[src/rtl/ntt_bitrev_reorder.sv]
// ntt_bitrev_reorder
//   Ping-pong reorder buffer. It turns bit-reversed NTT output frames back into
//   natural order. Frames of RADIX samples are written into one of two banks at
//   the bit-reversed address, then read out linearly. Each bank has a full flag
//   that gates writing and reading.
//
// Ports
//   clk        rising-edge clock
//   rst        asynchronous active-low reset
//   in_valid   upstream sample present
//   in_data    upstream sample (bit-reversed order)
//   in_ready   write bank not full
//   out_valid  read bank full
//   out_data   sample in natural order
//   out_last   final sample (index RADIX-1) of a frame
//   out_ready  downstream accepts out_data
module ntt_bitrev_reorder #(
    parameter int W     = 32,
    parameter int RADIX = 16
) (
    input  logic         clk,
    input  logic         rst,
    input  logic         in_valid,
    input  logic [W-1:0] in_data,
    output logic         in_ready,
    output logic         out_valid,
    output logic [W-1:0] out_data,
    output logic         out_last,
    input  logic         out_ready
);
    localparam int L = $clog2(RADIX);

    typedef enum logic {IDLE, DRAIN} state_e;

    // Memory is intentionally not reset. Data is qualified only by the flags.
    logic [W-1:0] bank_q [2][RADIX];

    logic [1:0]   full_q, full_d;
    logic         wr_bank_q, wr_bank_d;
    logic [L-1:0] wr_cnt_q, wr_cnt_d;
    logic         rd_bank_q, rd_bank_d;
    logic [L-1:0] rd_cnt_q, rd_cnt_d;
    state_e       state_q, state_d;

    logic         wr_acc, wr_wrap, rd_xfer, rd_wrap;
    logic [1:0]   flag_set, flag_clr;

    function automatic logic [L-1:0] bitrev(input logic [L-1:0] x);
        logic [L-1:0] r;
        for (int i = 0; i < L; i++) r[i] = x[L-1-i];
        return r;
    endfunction

    assign in_ready = ~full_q[wr_bank_q];
    assign wr_acc   = in_valid & in_ready;
    assign wr_wrap  = wr_acc & (wr_cnt_q == '1);
    assign rd_xfer  = out_valid & out_ready;
    assign rd_wrap  = rd_xfer & (rd_cnt_q == '1);

    // Set and clear act on different banks. A bank being drained is full, so it
    // cannot also be the write target. Both therefore can apply in the same cycle.
    always_comb begin
        flag_set = '0;
        flag_clr = '0;
        flag_set[wr_bank_q] = wr_wrap;
        flag_clr[rd_bank_q] = rd_wrap;
        full_d    = (full_q | flag_set) & ~flag_clr;
        wr_cnt_d  = wr_acc ? wr_cnt_q + 1'b1 : wr_cnt_q;
        wr_bank_d = wr_bank_q ^ wr_wrap;
        rd_cnt_d  = rd_xfer ? rd_cnt_q + 1'b1 : rd_cnt_q;
        rd_bank_d = rd_bank_q ^ rd_wrap;
    end

    always_ff @(posedge clk) begin
        if (wr_acc) bank_q[wr_bank_q][bitrev(wr_cnt_q)] <= in_data;
    end

    // State register
    always_ff @(posedge clk or negedge rst) begin
        if (!rst) begin
            full_q    <= '0;
            wr_bank_q <= 1'b0;
            wr_cnt_q  <= '0;
            rd_bank_q <= 1'b0;
            rd_cnt_q  <= '0;
            state_q   <= IDLE;
        end else begin
            full_q    <= full_d;
            wr_bank_q <= wr_bank_d;
            wr_cnt_q  <= wr_cnt_d;
            rd_bank_q <= rd_bank_d;
            rd_cnt_q  <= rd_cnt_d;
            state_q   <= state_d;
        end
    end

    // Read FSM next state. DRAIN continues into the other bank if that bank is
    // already full when the last sample leaves.
    always_comb begin
        state_d = state_q;
        case (state_q)
            IDLE:    if (full_q[rd_bank_q]) state_d = DRAIN;
            DRAIN:   if (rd_wrap && !full_q[~rd_bank_q]) state_d = IDLE;
            default: state_d = IDLE;
        endcase
    end

    // Read outputs are driven straight from the registered flag and pointers.
    always_comb begin
        out_valid = full_q[rd_bank_q];
        out_last  = full_q[rd_bank_q] & (rd_cnt_q == '1);
        out_data  = bank_q[rd_bank_q][rd_cnt_q];
    end
endmodule

[config.mk]
export PLATFORM = sky130hd
export DESIGN_NAME = ntt_bitrev_reorder
export DESIGN_NICKNAME = d
export VERILOG_FILES = /design/src/rtl/ntt_bitrev_reorder.sv
export SDC_FILE = /design/constraint.sdc
export NUM_CORES = 1
export LEC_CHECK = 0
export BUFFER_PORTS_ARGS = -buffer_cell sky130_fd_sc_hd__buf_2
export CORE_UTILIZATION = 53
export DETAILED_ROUTE_END_ITERATION = 7
export PLACE_DENSITY = 0.71
export SYNTH_ARGS = -nofsm -noshare
export SYNTH_HDL_FRONTEND = slang
export SYNTH_SLANG_ARGS = --single-unit
[constraint.sdc]
create_clock -name clk -period 7.1 [get_ports clk]
set_input_delay 1.42 -clock clk [delete_from_list [all_inputs] [get_ports clk]]
set_output_delay 1.42 -clock clk [all_outputs]
set_load 0.03 [all_outputs]
---- Yosys cells after proc, flatten, opt, wreduce, memory -nomap -nowiden ----
Memories as Yosys holds them, arrays and structs flattened.
Index checks and enable logic that the tools add are counted.
word-level totals
  register bits after elaboration ......... 12
  bits of input ports ..................... 36
  memories kept ........................... 1
  word-level logic and storage cells ...... 50
  bits in writable memories ............... 1,024
  output and inout port bits .............. 35
memories
  name    depth  bits a word  rd ports  clocked after Yosys merged registers in  write ports  line  source
  bank_q  2      512          1         0                                        1            36    logic [W-1:0] bank_q [2][RADIX];
cells by class
  bitwise logic cells ..................... 15
  add/sub/neg operators ................... 2
  muxes and demuxes ....................... 15
  reduce and logical (&&, ||, !) cells .... 3
  $lt $le $gt $ge ......................... 7
  equality and inequality tests ........... 2
operator list
  operator               number
  $mux W512              1
  $bmux W32 S4           1
  $demux W32 S4          1
  $mux W32               3
  $ge A5 B5 Y1 const B   2
  $not A4 Y5             2
  $add A4 B1 Y4 const B  2
  $eq A4 B4 Y1 const B   2
  $mux W1                7
  $and A2 B2 Y2          3
  $and A1 B1 Y1          5
  $lt A5 B1 Y1 const B   1
  $lt A1 B2 Y1 const B   2
  $logic_and A1 B1 Y1    3
  $demux W1 S1           2
  $ge A1 B1 Y1 const B   2
  $not A2 Y2             1
  $or A2 B2 Y2           1
  $xor A1 B1 Y1          2
  $not A1 Y1             1

---- Logic depth before layout (Yosys ltp) ----
  word-level depth ........................ 8
  depth in mapped cells ................... 9
  depth with buffers taken out ............ 7

---- Worst setup path before layout ----
OpenSTA, ideal clock, no wires.
  kind .................................... input port to flip-flop
  start point ............................. input in_valid
  end point ............................... memory bank_q[0][384] in the netlist's numbering, enable pin
  data required time ...................... 6.639 ns
  cell stages on the path ................. 4
  buffers on the path ..................... 1
  library setup time ...................... 0.461 ns
  data arrival time ....................... 4.062 ns
  setup slack ............................. 2.578 ns
  path through ............................ and2_1 -> buf_2 -> nand2_1 -> nor3_1
between the ends
  word-level cells in the longest chain between the ends .. 3
ends and longest elaborated chain
  item                             line  source
  start, declared                  23    input logic in_valid,
  $and A1 B1 Y1                    55    assign wr_acc = in_valid & in_ready;
  $mux W1                          75    if (wr_acc) bank_q[wr_bank_q][bitrev(wr_cnt_q)] <= in_data;
  $mux W512 (not written as such)  75
  end, declared                    36
No other way between the ends.

---- Worst setup path in the final report ----
  start point ............................. register rd_bank_q
  end point ............................... output out_data[17]
between the ends
  word-level cells in the longest chain between the ends .. 4
ends and longest elaborated chain
  item                                         line  source
  start, declared                              41    logic rd_bank_q, rd_bank_d;
  start signal, assigned                       91    rd_bank_q <= rd_bank_d;
  $mem_v2 Z2 W512                              --
  $bmux W32 S4                                 112   out_data = bank_q[rd_bank_q][rd_cnt_q];
  $mux W32 (not written as such) (2 in a row)  112
  end, declared                                27    output logic [W-1:0] out_data,
No other way between the ends. The select of a mux whose other input is x is not followed.

==> insert_results.sql <==
INSERT INTO impl_metrics (metric_group, metric, value, unit) VALUES
('logic_synthesis', 'mappedNetlistArea', '0.0404', 'mm2'),
('logic_synthesis', 'yosys_warnings', '0', ''),
('logic_synthesis', 'netlist_instances', '2279', ''),
('floorplan', 'num_rows', '100', ''),
('worst_setup_path', 'worst_ep_required', '5.68', 'ns'),
('detailed_routing', 'drt_first_pass_iters', '7', ''),
('sta', 'report.final.setup_viol', '0', ''),
('logic_synthesis', 'synth-compound-area-share', '4.86', '%'),
('placement', 'buffer_ports.inserted', '70', ''),
('sta', 'tightestPinTransition', '1.16', 'ns'),
('sta', 'final_hold_viol_count', '0', ''),
('logic_synthesis', 'yosys.area_share.xor_xnor', '0.130', '%'),
('global_route', 'grt.total_usage', '25.7', '%'),
('logic_synthesis', 'postSynthRegisterBits', '1036', ''),
('clock_tree', 'post-cts-setup-buffer-count', '0', ''),
('status', 'outcome', 'finished clean', ''),
('layout', 'post_route_cell_area', '0.0452', 'mm2'),
('clock_tree', 'tritoncts', 'done', ''),
('sta', 'fin_hold_ws', '0.548', 'ns'),
('sta', 'rsz0062_at_grt', 'no', ''),
('layout', 'drive_above_1_share', '12.6', '%'),
('worst_hold_path', 'min-delay-start', 'full_q[0]$_DFF_PN0_', ''),
('detailed_routing', 'route.final.wire_length', '99400', 'um'),
('global_route', 'grt_pass1_vias', '21400', ''),
('global_route', 'antenna_found_initial', '11', ''),
('layout', 'layout.filler_cells', '5244', ''),
('global_route', 'grt_max_degree', '110', ''),
('worst_setup_path', 'r2r_setup_slack', '3.40', 'ns'),
('clock_tree', 'cts_buffer_count', '98', ''),
('sta', 'period_needed', '5.30', 'ns'),
('sta', 'worst_slew_margin_rel', '22.2', '%'),
('worst_setup_path', 'timing.setup.critical_path_class', 'flip-flop to output port', ''),
('logic_synthesis', 'adder_cell_share_of_the_synthesized_area', '0.278', '%'),
('floorplan', 'initial_core_util', '54.0', '%'),
('sta', 'min_period_over_period', '74.7', '%'),
('layout', 'fin_nets', '2425', ''),
('clock_tree', 'clock_sinks', '1036', ''),
('pwr', 'vdd_ir_drop_max', '0.000275', 'V'),
('floorplan', 'die_height', '278', 'um'),
('clock_tree', 'postCtsResizedCells', '0', ''),
('worst_hold_path', 'min-delay-path-class', 'flip-flop to flip-flop', ''),
('detailed_routing', 'first_iter_violations', '2404', ''),
('detailed_routing', 'drt-wirelength-per-cell', '29.0', 'um'),
('logic_synthesis', 'synth_simple_gate_area_share', '3.20', '%'),
('logic_synthesis', 'synth.top_cell.area_share', '76.0', '%'),
('placement', 'place_area', '0.0421', 'mm2'),
('clock_tree', 'postCtsHoldBufs', '0', ''),
('worst_setup_path', 'r2r-end', 'bank_q[0][407]$_DFFE_PP_', ''),
('clock_tree', 'cts_root_buffer', 'sky130_fd_sc_hd__clkbuf_16', ''),
('detailed_routing', 'detail_route.drc_violations', '0', ''),
('floorplan', 'io_count', '71', ''),
('worst_setup_path', 'crit_chain', 'buf_4 > mux2i_1 > a22o_1 > nor3_1 > a31oi_1 > nand3_1 > buf_2', ''),
('logic_synthesis', 'synthMuxAreaShare', '12.8', '%'),
('logic_synthesis', 'synth_seq_area_share', '76.8', '%'),
('placement', 'post_detailed_placement_half_perimeter_wirelength', '51800', 'um'),
('layout', 'synthToLayoutAreaGrowth', '11.8', '%'),
('clock_tree', 'clock_tree.htree_level_count', '3', ''),
('worst_hold_path', 'min_delay_worst_endpoint', 'full_q[0]$_DFF_PN0_', ''),
('clock_tree', 'clk-insertion-delay-late', '0.66', 'ns'),
('clock_tree', 'clk_transition_reported_paths', '0.06', 'ns'),
('worst_setup_path', 'end_kind', 'output port', ''),
('pwr', 'leakagePower', '17.9', 'nW'),
('worst_setup_path', 'rr_worst_depth', '5', ''),
('sta', 'tns', '0', 'ns'),
('detailed_routing', 'viasPerCell', '6.26', ''),
('floorplan', 'die-area', '0.0774', 'mm2'),
('logic_synthesis', 'syn-mean-instance-area', '17.7', 'um2'),
('global_route', 'overflow', '0', ''),
('sta', 'finClkSkew', '0.0195', 'ns'),
('floorplan', 'coreArea', '0.0749', 'mm2'),
('logic_synthesis', 'syn-num-nets', '2324', '');
-- cells in the mapped netlist --
cell type,count
sky130_fd_sc_hd__nand3_1,98
sky130_fd_sc_hd__edfxtp_1,1024
sky130_fd_sc_hd__nand2b_1,2
sky130_fd_sc_hd__buf_2,41
sky130_fd_sc_hd__xnor2_1,6
sky130_fd_sc_hd__a22o_1,64
sky130_fd_sc_hd__nor2b_1,2
sky130_fd_sc_hd__dfrtp_1,12
sky130_fd_sc_hd__or2_1,1
sky130_fd_sc_hd__a31oi_1,32
sky130_fd_sc_hd__nand4_1,2
sky130_fd_sc_hd__clkbuf_4,3
sky130_fd_sc_hd__clkbuf_1,38
sky130_fd_sc_hd__nand2_1,105
sky130_fd_sc_hd__nand3b_1,3
sky130_fd_sc_hd__buf_4,31
sky130_fd_sc_hd__o21ai_0,1
sky130_fd_sc_hd__mux2_2,2
sky130_fd_sc_hd__inv_1,6
sky130_fd_sc_hd__buf_6,16
sky130_fd_sc_hd__buf_1,1
sky130_fd_sc_hd__ha_1,9
sky130_fd_sc_hd__nor2_1,34
sky130_fd_sc_hd__nor3_1,35
sky130_fd_sc_hd__a21oi_1,96
sky130_fd_sc_hd__mux2i_1,513
sky130_fd_sc_hd__and4_1,1
sky130_fd_sc_hd__a22oi_1,96
sky130_fd_sc_hd__or3_1,2
sky130_fd_sc_hd__and2_1,3
-- state kept, by name, indices dropped and copies added (netlist names) --
name       flops
bank_q      1024
rd_bank_q      1
wr_bank_q      1
full_q         2
rd_cnt_q       4
wr_cnt_q       4
-- cell families (layout without fill, tap and decap cells) --
| logic type | count (synthesis) | count (layout) |
|---|---|---|
| AO/OA/AOI/OAI | 289 | 289 |
| AND/OR/NAND/NOR | 288 | 288 |
| XOR/XNOR | 6 | 6 |
| adder cells (fa/ha/maj) | 9 | 9 |
| buffers and inverters | 136 | 317 |
| other | 0 | 4 |
| flip-flops | 1036 | 1036 |
| multiplexers | 515 | 515 |
-- cell type report --
type | instances | area (um2) | share of cell area, %
flip-flops and latches | 1036 | 31100 | 68.7
diodes | 4 | 10.0 | 0.0221
inverters | 6 | 22.5 | 0.0498
well taps | 969 | 1210 | 2.68
clock inverters | 50 | 464 | 1.03
repair buffers | 131 | 921 | 2.04
multi-input cells | 1107 | 8850 | 19.6
clock buffers | 130 | 2680 | 5.92
-- worst max path at each step --
| stage | start | to | slack, ns |
|---|---|---|---|
| 4_1_cts | rd_bank_q$_DFF_PN0_ | out_data[17] | 1.90 |
| 3_3_place_gp | rd_bank_q$_DFF_PN0_ | out_data[17] | 2.61 |
| 5_1_grt | rd_bank_q$_DFF_PN0_ | out_data[27] | 1.81 |
| 6_report | rd_bank_q$_DFF_PN0_ | out_data[17] | 1.80 |
| 3_5_place_dp | rd_bank_q$_DFF_PN0_ | out_data[17] | 2.59 |
| 2_1_floorplan | in_valid | bank_q[0][384]$_DFFE_PP_ | 2.58 |
-- per-layer routing --
layer	wire, um	track usage, %	up-vias
li1	-	-	9261
met1	38700	34.3	11000
met2	48500	42.2	1041
met3	8890	5.09	188
met4	3230	9.66	10
met5	57	0	-
-- stage by stage --
step	power [mW]	setup slack, ns	std cells
final	16.5	1.80	3433
after global routing	17.0	1.81	3431
after CTS	16.5	1.90	3429
after detailed placement	11.5	2.59	3249
after global placement	11.4	2.61	3249
after floorplan	9.92	2.58	2279
-- where the power goes --
group / switching (mW) / total, mW / leakage [nW] / internal, mW
combinational: 2.97 / 4.21 / 6.96 / 1.24
sequential: 0.150 / 7.19 / 9.36 / 7.04
clock: 2.17 / 5.11 / 1.53 / 2.94
-- critical path, delay by kind of cell (launching register included) --
family | cells | cell delay [ns]
compound gates | 2 | 0.50
buf+inv | 2 | 0.89
flops | 1 | 1.14
mux | 1 | 0.27
simple gates | 2 | 0.33
-- placed cells by master, fill, tap and decap left out, types with 3 or more instances in the layout --
master	instances
sky130_fd_sc_hd__a31oi_1	32
sky130_fd_sc_hd__nor2_1	6
sky130_fd_sc_hd__a22o_1	64
sky130_fd_sc_hd__ha_1	7
sky130_fd_sc_hd__edfxtp_1	1024
sky130_fd_sc_hd__buf_2	70
sky130_fd_sc_hd__nor2_4	28
sky130_fd_sc_hd__bufinv_16	8
sky130_fd_sc_hd__a21oi_1	96
sky130_fd_sc_hd__nand3_1	98
sky130_fd_sc_hd__diode_2	4
sky130_fd_sc_hd__nand3b_1	3
sky130_fd_sc_hd__dfrtp_1	11
sky130_fd_sc_hd__clkinvlp_4	3
sky130_fd_sc_hd__inv_1	6
sky130_fd_sc_hd__buf_12	9
sky130_fd_sc_hd__nor3_2	3
sky130_fd_sc_hd__clkbuf_1	26
sky130_fd_sc_hd__nand2_1	104
sky130_fd_sc_hd__clkinv_1	19
sky130_fd_sc_hd__xnor2_1	6
sky130_fd_sc_hd__mux2i_1	513
sky130_fd_sc_hd__buf_4	52
sky130_fd_sc_hd__clkinv_2	16
sky130_fd_sc_hd__a22oi_1	96
sky130_fd_sc_hd__clkbuf_16	102
sky130_fd_sc_hd__nor3_1	32
Note: power is estimated with default switching activity, not from simulation.
